===== src/rtl/mul_if.sv =====
// Execute/Memory handshake between the pipeline and the iterative multiplier.
// The pipeline drives the master side; the multiplier implements the slave side.
interface mul_if #(
    parameter int unsigned XLEN = 64
);
    logic            StallM;
    logic            FlushE;
    logic            IntMulE;
    logic [1:0]      MulOpE;
    logic            W64E;
    logic [XLEN-1:0] SrcAE;
    logic [XLEN-1:0] SrcBE;
    logic            MulBusyE;
    logic [XLEN-1:0] ProdM;

    modport master (
        output StallM, FlushE, IntMulE, MulOpE, W64E, SrcAE, SrcBE,
        input  MulBusyE, ProdM
    );

    modport slave (
        input  StallM, FlushE, IntMulE, MulOpE, W64E, SrcAE, SrcBE,
        output MulBusyE, ProdM
    );
endinterface


===== src/rtl/mul_iter.sv =====
// Iterative shift-add multiplier (MUL/MULH/MULHSU/MULHU/MULW), BITSPERCYCLE bits per cycle.
// Optional MUL_EARLY_OUT_EN: finish once the unconsumed multiplier bits are all zero.
module mul_iter #(
    parameter int unsigned XLEN         = 64,
    parameter int unsigned BITSPERCYCLE = 1
) (
    input  logic clk,
    input  logic reset,
    mul_if.slave bus
);
    localparam int unsigned N_FULL = XLEN / BITSPERCYCLE;
    localparam int unsigned N_W    = 32 / BITSPERCYCLE;
    localparam int unsigned CNT_W  = $clog2(N_FULL + 1);
    localparam int unsigned PW     = 2 * XLEN;

    typedef enum logic [1:0] {
        IDLE = 2'd0,
        BUSY = 2'd1,
        DONE = 2'd2
    } state_t;

    state_t          state;
    state_t          state_next;
    logic            mul_start;
    logic            last_step;

    logic [XLEN-1:0] a_abs;
    logic [XLEN-1:0] hi;
    logic [XLEN-1:0] lo;
    logic [1:0]      op_m;
    logic            neg_m;
    logic            w64_m;
    logic [CNT_W-1:0] cnt;
    logic [CNT_W-1:0] cnt_next;
    logic [CNT_W-1:0] n_sel;

    logic            w64_in;
    logic            sign_a;
    logic            sign_b;
    logic [XLEN-1:0] a_abs_in;
    logic [XLEN-1:0] b_abs_in;

    logic [XLEN-1:0] hi_step;
    logic [XLEN-1:0] lo_step;
    logic [XLEN:0]   sum;
    logic [PW-1:0]   prod_next;

    logic [PW-1:0]   prod_signed;
    logic [XLEN-1:0] prod_c;

    // Operand conditioning: signs only matter for the high-half ops
    assign w64_in = (XLEN > 32) && bus.W64E;

    always_comb begin
        sign_a   = bus.SrcAE[XLEN-1] & ((bus.MulOpE == 2'b01) | (bus.MulOpE == 2'b10)) & ~w64_in;
        sign_b   = bus.SrcBE[XLEN-1] & (bus.MulOpE == 2'b01) & ~w64_in;
        a_abs_in = sign_a ? -bus.SrcAE : bus.SrcAE;
        b_abs_in = sign_b ? -bus.SrcBE : bus.SrcBE;
        if (w64_in) begin
            a_abs_in = XLEN'(bus.SrcAE[31:0]);
            b_abs_in = XLEN'(bus.SrcBE[31:0]);
        end
    end

    // BITSPERCYCLE shift-add steps per cycle; carry-out shifts into Hi
    always_comb begin
        hi_step = hi;
        lo_step = lo;
        sum     = '0;
        for (int i = 0; i < int'(BITSPERCYCLE); i++) begin
            sum                = {1'b0, hi_step} + (lo_step[0] ? {1'b0, a_abs} : (XLEN+1)'(0));
            {hi_step, lo_step} = {sum, lo_step[XLEN-1:1]};
        end
    end

    assign n_sel    = w64_m ? CNT_W'(N_W) : CNT_W'(N_FULL);
    assign cnt_next = cnt + CNT_W'(1);

`ifdef MUL_EARLY_OUT_EN
    localparam int unsigned SH_W = $clog2(XLEN + 1);

    logic [CNT_W-1:0] rem_steps;
    logic [SH_W-1:0]  rem_bits;
    logic [XLEN-1:0]  rem_mask;
    logic             rem_zero;

    // Remaining multiplier bits sit at the bottom of Lo; skipping them is a pure shift
    always_comb begin
        rem_steps = n_sel - cnt_next;
        rem_bits  = SH_W'(rem_steps) * SH_W'(BITSPERCYCLE);
        rem_mask  = ~({XLEN{1'b1}} << rem_bits);
        rem_zero  = ~|(lo_step & rem_mask);
        last_step = (cnt_next == n_sel) | rem_zero;
        prod_next = {hi_step, lo_step};
        if (last_step) begin
            prod_next = {hi_step, lo_step} >> rem_bits;
        end
    end
`else
    always_comb begin
        last_step = (cnt_next == n_sel);
        prod_next = {hi_step, lo_step};
    end
`endif

    // FSM state register
    always_ff @(posedge clk) begin
        if (reset) begin
            state <= IDLE;
        end else begin
            state <= state_next;
        end
    end

    // FSM next state; flush aborts from any state
    always_comb begin
        state_next = state;
        mul_start  = 1'b0;
        case (state)
            IDLE: begin
                if (bus.IntMulE && !bus.StallM) begin
                    mul_start  = 1'b1;
                    state_next = BUSY;
                end
            end
            BUSY: begin
                if (last_step) begin
                    state_next = DONE;
                end
            end
            DONE: begin
                if (!bus.StallM) begin
                    state_next = IDLE;
                end
            end
            default: state_next = IDLE;
        endcase
        if (bus.FlushE) begin
            state_next = IDLE;
        end
    end

    assign bus.MulBusyE = (state == BUSY) | mul_start;

    // Datapath and Memory-stage operation flops
    always_ff @(posedge clk) begin
        if (reset) begin
            a_abs <= '0;
            hi    <= '0;
            lo    <= '0;
            op_m  <= '0;
            neg_m <= 1'b0;
            w64_m <= 1'b0;
            cnt   <= '0;
        end else if (mul_start) begin
            a_abs <= a_abs_in;
            hi    <= '0;
            lo    <= b_abs_in;
            op_m  <= bus.MulOpE;
            neg_m <= sign_a ^ sign_b;
            w64_m <= w64_in;
            cnt   <= '0;
        end else if (state == BUSY) begin
            {hi, lo} <= prod_next;
            cnt      <= cnt_next;
        end
    end

    // Result select; held registers keep ProdM stable through a stalled DONE
    always_comb begin
        prod_signed = neg_m ? -{hi, lo} : {hi, lo};
        if (w64_m) begin
            prod_c = XLEN'($signed(lo[XLEN-1:XLEN-32]));
        end else if (op_m == 2'b00) begin
            prod_c = prod_signed[XLEN-1:0];
        end else begin
            prod_c = prod_signed[PW-1:XLEN];
        end
    end

    assign bus.ProdM = prod_c;
endmodule

===== src/flat_wrapper.sv =====
// flat-port wrapper written by rule: the top's interface ports become plain ports
module mul_iter_flat 
#(
    parameter int unsigned XLEN         = 64,
    parameter int unsigned BITSPERCYCLE = 1
)
  (clk, reset, bus_StallM, bus_FlushE, bus_IntMulE, bus_MulOpE, bus_W64E, bus_SrcAE, bus_SrcBE, bus_MulBusyE, bus_ProdM);
  mul_if #(.XLEN(XLEN)) bus_i ();
  input  logic clk;
  input  logic reset;
  input wire logic [$bits(bus_i.StallM)-1:0] bus_StallM;
  input wire logic [$bits(bus_i.FlushE)-1:0] bus_FlushE;
  input wire logic [$bits(bus_i.IntMulE)-1:0] bus_IntMulE;
  input wire logic [$bits(bus_i.MulOpE)-1:0] bus_MulOpE;
  input wire logic [$bits(bus_i.W64E)-1:0] bus_W64E;
  input wire logic [$bits(bus_i.SrcAE)-1:0] bus_SrcAE;
  input wire logic [$bits(bus_i.SrcBE)-1:0] bus_SrcBE;
  output wire logic [$bits(bus_i.MulBusyE)-1:0] bus_MulBusyE;
  output wire logic [$bits(bus_i.ProdM)-1:0] bus_ProdM;
  assign bus_i.StallM = bus_StallM;
  assign bus_i.FlushE = bus_FlushE;
  assign bus_i.IntMulE = bus_IntMulE;
  assign bus_i.MulOpE = bus_MulOpE;
  assign bus_i.W64E = bus_W64E;
  assign bus_i.SrcAE = bus_SrcAE;
  assign bus_i.SrcBE = bus_SrcBE;
  assign bus_MulBusyE = bus_i.MulBusyE;
  assign bus_ProdM = bus_i.ProdM;
  mul_iter #(.XLEN(XLEN), .BITSPERCYCLE(BITSPERCYCLE)) u_core (.clk(clk), .reset(reset), .bus(bus_i));
endmodule

===== config.mk =====
export PLATFORM = sky130hd
export DESIGN_NAME = mul_iter_flat
export DESIGN_NICKNAME = d
export VERILOG_FILES = /design/src/rtl/mul_if.sv /design/src/rtl/mul_iter.sv /design/src/flat_wrapper.sv
export SDC_FILE = /design/constraint.sdc
export NUM_CORES = 1
export LEC_CHECK = 0
export BUFFER_PORTS_ARGS = -buffer_cell sky130_fd_sc_hd__buf_4
export CORE_UTILIZATION = 50
export CTS_CLUSTER_DIAMETER = 200
export DETAILED_ROUTE_END_ITERATION = 7
export GPL_TIMING_DRIVEN = 0
export HOLD_SLACK_MARGIN = 0.1
export PLACE_DENSITY_LB_ADDON = 0.2
export SETUP_SLACK_MARGIN = 0.2
export SYNTH_ARGS = -nofsm -noshare
export SYNTH_HDL_FRONTEND = slang
export SYNTH_SLANG_ARGS = --single-unit

===== constraint.sdc =====
create_clock -name clk -period 6.51 [get_ports clk]
set_input_delay 0.3255 -clock clk [delete_from_list [all_inputs] [get_ports clk]]
set_output_delay 0.3255 -clock clk [all_outputs]
set_load 0.03 [all_outputs]

==> results of run 1 <==
==> routing by layer <==
layer	vias up	track usage
met4	0	0.233
met1	10700	0.587
met2	1528	0.698
li1	10100	-
met5	-	0
met3	277	0.102
==> critical path, stage by stage, from the launching register on <==
cell and delay, ns:
sky130_fd_sc_hd__dfxtp_1 0.54, sky130_fd_sc_hd__clkbuf_1 0.90, sky130_fd_sc_hd__clkbuf_1 0.61, sky130_fd_sc_hd__and2_1 0.23, sky130_fd_sc_hd__ha_1 0.26, sky130_fd_sc_hd__a211oi_1 0.12, sky130_fd_sc_hd__nor2_1 0.23, sky130_fd_sc_hd__o31ai_1 0.16
sky130_fd_sc_hd__o31ai_1 0.63, sky130_fd_sc_hd__a41oi_1 0.36, sky130_fd_sc_hd__o21ai_0 0.87, sky130_fd_sc_hd__a21oi_1 0.33, sky130_fd_sc_hd__a211oi_1 0.37, sky130_fd_sc_hd__mux2_2 0.37, sky130_fd_sc_hd__nand2_1 0.06
==> cells in the final DEF, fill, tap and decap left out, types with 14 or more instances in the layout <==
master / count
sky130_fd_sc_hd__nand2_1: 407
sky130_fd_sc_hd__nor2_1: 233
sky130_fd_sc_hd__a21oi_1: 223
sky130_fd_sc_hd__o21ai_0: 207
sky130_fd_sc_hd__dfxtp_1: 205
sky130_fd_sc_hd__buf_4: 201
sky130_fd_sc_hd__clkbuf_1: 160
sky130_fd_sc_hd__xor2_1: 153
sky130_fd_sc_hd__xnor2_1: 134
sky130_fd_sc_hd__nor3_1: 76
sky130_fd_sc_hd__and2_1: 74
sky130_fd_sc_hd__ha_1: 69
sky130_fd_sc_hd__o31ai_1: 54
sky130_fd_sc_hd__nand3_1: 53
sky130_fd_sc_hd__a211oi_1: 46
sky130_fd_sc_hd__a21o_1: 43
sky130_fd_sc_hd__dlygate4sd3_1: 43
sky130_fd_sc_hd__inv_1: 41
sky130_fd_sc_hd__a311oi_1: 38
sky130_fd_sc_hd__or3_1: 37
sky130_fd_sc_hd__nor4_1: 36
sky130_fd_sc_hd__nand4_1: 32
sky130_fd_sc_hd__or4_1: 30
sky130_fd_sc_hd__clkbuf_16: 27
sky130_fd_sc_hd__o41ai_1: 23
sky130_fd_sc_hd__nand2b_1: 21
sky130_fd_sc_hd__buf_1: 19
sky130_fd_sc_hd__or2_2: 18
sky130_fd_sc_hd__a31oi_1: 17
sky130_fd_sc_hd__o21bai_1: 16
sky130_fd_sc_hd__a221oi_1: 14
sky130_fd_sc_hd__o221ai_1: 14
==> power by group through the flow <==
stage | Clock (mW) | Combinational (mW) | Sequential [mW]
3_3_place_gp | 0 | 1.10 | 1.39
4_1_cts | 1.53 | 1.14 | 1.37
5_1_grt | 1.57 | 1.22 | 1.37
2_1_floorplan | 0 | 0.642 | 1.37
6_report | 1.54 | 1.18 | 1.37
3_5_place_dp | 0 | 1.11 | 1.39
==> kinds of logic (layout without fill, tap and decap cells) <==
family                     Yosys count  after routing
AOI/OAI and AO/OA                  778            778
xor gates and xnor gates           287            287
adders and majority gates           70             70
buffers and inverters              222            514
DFF                                205            205
muxes                               10             10
and+or+nand+nor                   1087           1087
==> area by class of cell <==
class | instances | area (um^2)
Timing Repair Buffer | 245 | 1940
Inverter | 41 | 154
Multi-Input combinational cell | 2232 | 13700
Buffer | 181 | 684
Fill cell | 3484 | 14600
Clock buffer | 36 | 779
Sequential cell | 205 | 4100
Clock inverter | 11 | 115
Tap cell | 468 | 586
==> path summary, 6_finish.rpt <==
kind / startpoint / end / slack, ns / depth (start not counted)
worst max-delay path: u_core.lo[0]$_SDFFE_PP0P_ / u_core.hi[62]$_SDFFE_PP0P_ / 0.41 / 14
worst min-delay path: bus_SrcAE[56] / u_core.a_abs[56]$_SDFFE_PP0P_ / 0.10 / 3
worst max register to register: u_core.lo[0]$_SDFFE_PP0P_ / u_core.hi[62]$_SDFFE_PP0P_ / 0.41 / 14
worst min register to register: u_core.a_abs[58]$_SDFFE_PP0P_ / u_core.a_abs[58]$_SDFFE_PP0P_ / 0.45 / 2
==> state kept, by name, indices dropped and copies added, names as in the netlist <==
signal        cells
u_core.a_abs     64
u_core.cnt        7
u_core.hi        64
u_core.lo        64
u_core.neg_m      1
u_core.op_m       2
u_core.state      2
u_core.w64_m      1
==> metrics by stage <==
step	area, um^2	worst slack, ns	utilization
floorplan	18600	2.43	-
finish	22000	0.411	0.602
detailed placement	20700	0.633	0.566
global placement	20700	0.741	0.566
CTS	22000	0.594	0.602
global route	22000	0.302	0.602
==> timing repair <==
| item | in CTS | in global routing |
|---|---|---|
| hold buffers | 43 | 0 |
| endpoints found under the hold margin | 44 | 0 |
| gates resized for setup | 0 | 0 |
==> parameters.txt, run 1 <==
Parameter                              Value

Run status
  Run status    complete, but fails checks
  Failing checks    design-rule violations

Synthesis
  Synth Area in XOR/XNOR    0.135
  Number of synthesis warnings    0
  Post-synthesis compound-gate area fraction    0.266
  Top-count cell post-synth    sky130_fd_sc_hd__nand2_1
  Average cell area after synthesis    7.00 um^2
  Synth top cells by count    407 x sky130_fd_sc_hd__nand2_1, 233 x sky130_fd_sc_hd__nor2_1, 223 x sky130_fd_sc_hd__a21oi_1
  Share of synthesized cell area in full adder, half adder and majority cells    0.0474
  Synth area leaders    sky130_fd_sc_hd__dfxtp_1 22%, sky130_fd_sc_hd__nand2_1 8.2%, sky130_fd_sc_hd__xor2_1 7.2%
  Top FF cell, synth    sky130_fd_sc_hd__dfxtp_1
  Number of synthesized flops with an enable pin    0
  Cell count after synthesis    2659
  Synthesized cell area    0.0186 mm^2
  Post-synth net total    2865
  Flip-flop and latch count after synthesis    205
  Sequential area share after synthesis    0.220
  Count of cell types in the netlist    82
  Library cell occupying the most area in the post-synthesis netlist    sky130_fd_sc_hd__dfxtp_1
  Fraction of registers with async set/reset    0
  Post-synthesis share of cell area spent on and, or, nand and nor gates    0.281
  Largest family of logic cells by synthesized area    simple AND/OR/NAND/NOR gates
  Multiplexer fraction of the synthesized cell area    0.00544
  Share of the synthesized area in the top cell type    0.220

Worst setup path
  Crit-path max FO    10
  Critical Path Source Type    flip-flop
  Worst path arrival time    6.61 ns
  Kind of capture point of the worst setup path    flip-flop
  Critical path class    flip-flop to flip-flop
  Req. time, crit path    7.02 ns

Place
  IO buf count    200
  Final estimated routing congestion in global placement    1.04
  HPWL reported at the end of detailed placement    70300 um
  Cells after DPL    3329

Floorplan
  Initial cell density of the core    0.509
  DIE AREA    0.0380 mm^2
  Die outline height    195 um
  Width of the die    195 um
  Placement row count    70
  Total core area    0.0366 mm^2
  Count of pins on the block boundary    201

Clock tree
  Total CTS buffers    26
  Sink Count    205
  Post-CTS setup repair buffer count    0
  Clock root cell    sky130_fd_sc_hd__clkbuf_16
  Clock-pin slew reported for the worst setup and hold paths after clock tree synthesis    0.06 ns
  Max Root-Sink Buffers    3
  Worst skew pair latency    0.57 ns
  H-Tree Level Count    1
  CTS tree    yes

Power and ir drop
  Overall power    4.09 mW
  Share of total power in combinational logic    0.288
  Proportion of power drawn by flip-flops and latches    0.335
  Cell area power density    186 mW/mm^2
  Pleak    8.69 nW
  Internal power component    2.61 mW
  Max IR drop VDD    0.191 mV
  Clock network fraction of total power    0.376
  Fraction of power spent switching nets    0.361
  Net load switching power    1.48 mW

Routing
  Wirelength, routed    89300 um
  Detailed-router iteration count before antenna repair    8
  Routed length per instance    26.1 um
  Violation count after the first detailed-routing iteration    2598
  M1 wire length    35700 um
  Total length of routed met2 wires    38300 um
  Via-to-Cell Ratio    6.64
  Number of remaining DRC errors    1
  Routed vias    22700
  Count of nets left with antenna violations after detail routing    0
  Highest metal layer used by the detailed router    met4
  Met3 WL post-DR    10100 um

Global route
  Initial antenna violation count    0
  Largest net degree at the start of global routing    13
  Grt total ovfl    0
  Vias in the first global route    21100
  First-pass GRT wire length    130000 um
  Overall Global Routing Usage    0.452

Final layout
  Cell Count, Final, Fillers Out    3419
  Final net count    3138
  Synth-to-layout area growth    18.4%
  Proportion of layout cells with a drive suffix above 1    0.0996
  # diodes    0

Hold path
  Classification of the worst-slack hold path    input port to flip-flop

Timing
  TNS Setup    0 ns
  Final cycle utilization of the critical path    0.937
  Slew Limit Headroom    0.0512
  Setup-violating endpoint count in the final report    0
  Tmin final    6.10 ns
  Final Slew Violations    0
  Final Hold Fails    0
  Max frequency    0.164 GHz
  Final Hold Slack    0.105 ns
  RSZ-0062 raised after global routing    no
  Worst Skew    0.0170 ns
  Actual slew at the worst max-slew pin    1.41 ns

Flow run
  Max cap viols    0
No activity file was read; power rests on OpenSTA's default activity.
==> run 2, diff against run 1 <==
MAX_ROUTING_LAYER = met4   (was default)
==> run 2 against run 1 <==
The run now ends clean. Worst hold slack better by 0.0017 ns. Cell count is 0.53% lower. Sequential power hardly changed. First-iteration DRC count is 6.2% lower. Flip-flop and latch count stayed put. Worst setup slack worse by 0.22 ns. Routed wire length is 1.9% lower. Clock-buffer cell count is 1 lower. Clock power is 3% lower. Sequential share of layout area is 0.16 points higher. Largest power group unchanged.
==> parameters.txt, run 2 (same netlist as run 1, synthesis figures left out) <==
Parameter                              Value

Routing
  Violation count after the first detailed-routing iteration    2437 (-6.2%)
  Routed length per instance    25.8 um (-1.4%)
  Wirelength, routed    87600 um (-1.9%)
  Count of nets left with antenna violations after detail routing    0 (unchanged)
  Number of remaining DRC errors    0 (-1)
  Via-to-Cell Ratio    6.61 (-0.45%)
  Routed vias    22500 (-0.98%)
  Detailed-router iteration count before antenna repair    6 (-2)

Clock tree
  Clock root cell    sky130_fd_sc_hd__clkbuf_16
  Sink Count    205 (unchanged)
  CTS tree    yes
  Cts repair resizes    0 (unchanged)
  Post-CTS setup repair buffer count    0 (unchanged)
  Clock-pin slew reported for the worst setup and hold paths after clock tree synthesis    0.06 ns (about the same)
  Max Root-Sink Buffers    3 (unchanged)
  Total CTS buffers    25 (-3.8%)
  H-Tree Level Count    1 (unchanged)
  Worst skew pair latency    0.56 ns (about the same)

Place
  HPWL reported at the end of detailed placement    69000 um (-1.9%)
  Final estimated routing congestion in global placement    1.08 (+3.8%)
  IO buf count    200 (unchanged)

Worst setup path
  Max incr delay on CP    1.10 ns (+0.20 ns)
  Worst path arrival time    6.72 ns (+0.11 ns)
  Worst path slowest cell    sky130_fd_sc_hd__a2111oi_0
  Critical Path Source Type    flip-flop
  Cell-by-cell listing of the critical path    clkbuf_1 -> clkbuf_1 -> and2_1 -> ha_1 -> fa_1 -> a211oi_1 -> o21ai_0 -> a32oi_1 -> nor4bb_1 -> o21a_1 -> o41ai_1 -> a2111oi_0 -> nor2_1 -> a21oi_1 -> a2111oi_0
  Kind of capture point of the worst setup path    flip-flop
  Critical path class    flip-flop to flip-flop
  Req. time, crit path    6.91 ns (-0.11 ns)
  Crit-path max FO    10 (unchanged)

Final layout
  Area used by sequential logic in the layout    0.00410 mm^2 (unchanged)
  Final net count    3123 (-0.48%)
  Proportion of layout cells with a drive suffix above 1    0.0979 (-0.00178)
  Synth-to-layout area growth    17.4%
  Leading registers by flop count    u_core.a_abs (64), u_core.hi (64), u_core.lo (64)
  Number of filler instances in the final layout    3433 (-1.5%)
  # diodes    0 (unchanged)
  Most common library cell in the layout ignoring fill and taps    sky130_fd_sc_hd__nand2_1
  Area used by multi-input combinational logic    0.0137 mm^2 (unchanged)
  Commonest non-fill, non-tap cells in the layout    407 x sky130_fd_sc_hd__nand2_1, 233 x sky130_fd_sc_hd__nor2_1, 223 x sky130_fd_sc_hd__a21oi_1

Global route
  First-pass GRT wire length    128000 um (-1.4%)
  Grt total ovfl    0 (unchanged)
  Largest net degree at the start of global routing    13 (unchanged)
  Overall Global Routing Usage    0.460 (+0.00824)
  Initial antenna violation count    0 (unchanged)
  Vias in the first global route    20900 (-0.82%)

Floorplan
  Die outline height    195 um (unchanged)
  Width of the die    195 um (unchanged)
  Count of pins on the block boundary    201 (unchanged)
  Total core area    0.0366 mm^2 (unchanged)
  Placement row count    70 (unchanged)
  DIE AREA    0.0380 mm^2 (unchanged)
  Initial cell density of the core    0.509 (unchanged)

Timing
  Worst Skew    0.0169 ns (-0.000154 ns)
  Setup-violating endpoint count in the final report    0 (unchanged)
  TNS Setup    0 ns (unchanged)
  Final Hold Fails    0 (unchanged)
  Max frequency    0.158 GHz (-3.5%)
  RSZ-0062 raised after global routing    no
  Slew Limit Headroom    0.0400 (-0.0112)
  Final cycle utilization of the critical path    0.971 (+0.0341)
  Final Slew Violations    0 (unchanged)
  Tmin final    6.32 ns (+0.222 ns)
  Actual slew at the worst max-slew pin    1.42 ns (+0.0109 ns)
  Final Hold Slack    0.106 ns (+0.00170 ns)

Hold path
  Classification of the worst-slack hold path    input port to flip-flop

Power and ir drop
  Pleak    8.60 nW (-1.0%)
  Max IR drop VDD    0.192 mV (about the same)
  Cell area power density    184 mW/mm^2 (-0.75%)

Run status
  Run status    complete, no violations

Flow run
  Max cap viols    0 (unchanged)
## run 2: cell count changes in the layout (fill, tap and decap cells not counted)
cell	before	now
sky130_fd_sc_hd__buf_2	5	4
sky130_fd_sc_hd__buf_4	201	200
sky130_fd_sc_hd__bufinv_16	2	3
sky130_fd_sc_hd__clkbuf_1	160	162
sky130_fd_sc_hd__clkbuf_16	27	25
sky130_fd_sc_hd__clkbuf_2	0	1
sky130_fd_sc_hd__clkbuf_8	7	6
sky130_fd_sc_hd__clkinv_2	6	3
sky130_fd_sc_hd__clkinv_4	2	1
sky130_fd_sc_hd__dlygate4sd3_1	43	30
sky130_fd_sc_hd__o311ai_0	3	4
sky130_fd_sc_hd__o311ai_1	1	0
## run 2: power breakdown
| part | internal [mW] | leakage, nW | total, mW | switching, mW |
|---|---|---|---|---|
| registers | 1.31 | 1.67 | 1.37 | 0.0641 |
| logic | 0.392 | 6.52 | 1.17 | 0.779 |
| clock network | 0.887 | 0.414 | 1.49 | 0.599 |
## run 2: area by class of cell
| class | count | area share |
|---|---|---|
| Clock inverter | 8 | 0.00555 |
| Multi-Input combinational cell | 2232 | 0.626 |
| Inverter | 41 | 0.00704 |
| Sequential cell | 205 | 0.188 |
| Timing Repair Buffer | 231 | 0.0826 |
| Clock buffer | 35 | 0.0331 |
| Buffer | 181 | 0.0313 |
| Tap cell | 468 | 0.0268 |
## run 2: metrics by stage
stage                     cell area, um^2  instances  power, mW  utilization  worst slack, ns
after detailed placement            20700       3327       2.50        0.566            0.511
after global routing                21900       3401       4.11        0.597            0.229
after CTS                           21900       3400       3.97        0.597            0.514
final                               21900       3401       4.03        0.597            0.189
after floorplan                     18600       2659       2.01            -             2.43
after global placement              20700       3327       2.49        0.566            0.596
## run 2: final timing paths
kind / startpoint / endpoint / slack [ns] / cells past startpoint
worst max-delay path: u_core.lo[0]$_SDFFE_PP0P_ / u_core.hi[63]$_SDFFE_PP0P_ / 0.19 / 15
worst min-delay path: bus_SrcBE[0] / u_core.lo[0]$_SDFFE_PP0P_ / 0.11 / 3
worst max register to register: u_core.lo[0]$_SDFFE_PP0P_ / u_core.hi[63]$_SDFFE_PP0P_ / 0.19 / 15
worst min register to register: u_core.a_abs[45]$_SDFFE_PP0P_ / u_core.a_abs[45]$_SDFFE_PP0P_ / 0.45 / 2
## run 2: layer usage
metal  routed length (um)  GRT usage  part of all wire  vias up
met4                 6510      0.284             0.074        0
met5                    0          -                 0        -
li1                     -          -                 -    10100
met2                36600      0.670              0.42     1442
met1                34300      0.579              0.39    10600
met3                10200     0.0986              0.12      331
## run 2: critical path: cells and delay by family, from the launching register on
family	cells	cell delay, ns
flops	1	0.44
simple gates	3	1.18
fa+ha+maj	2	0.67
compound gates	8	2.76
buf+inv	2	1.09
## run 2: timing repair
action / CTS / global route
hold endpoints to repair: 31 / 0
endpoints found under the setup margin: 0 / 0
hold buffers: 30 / 0
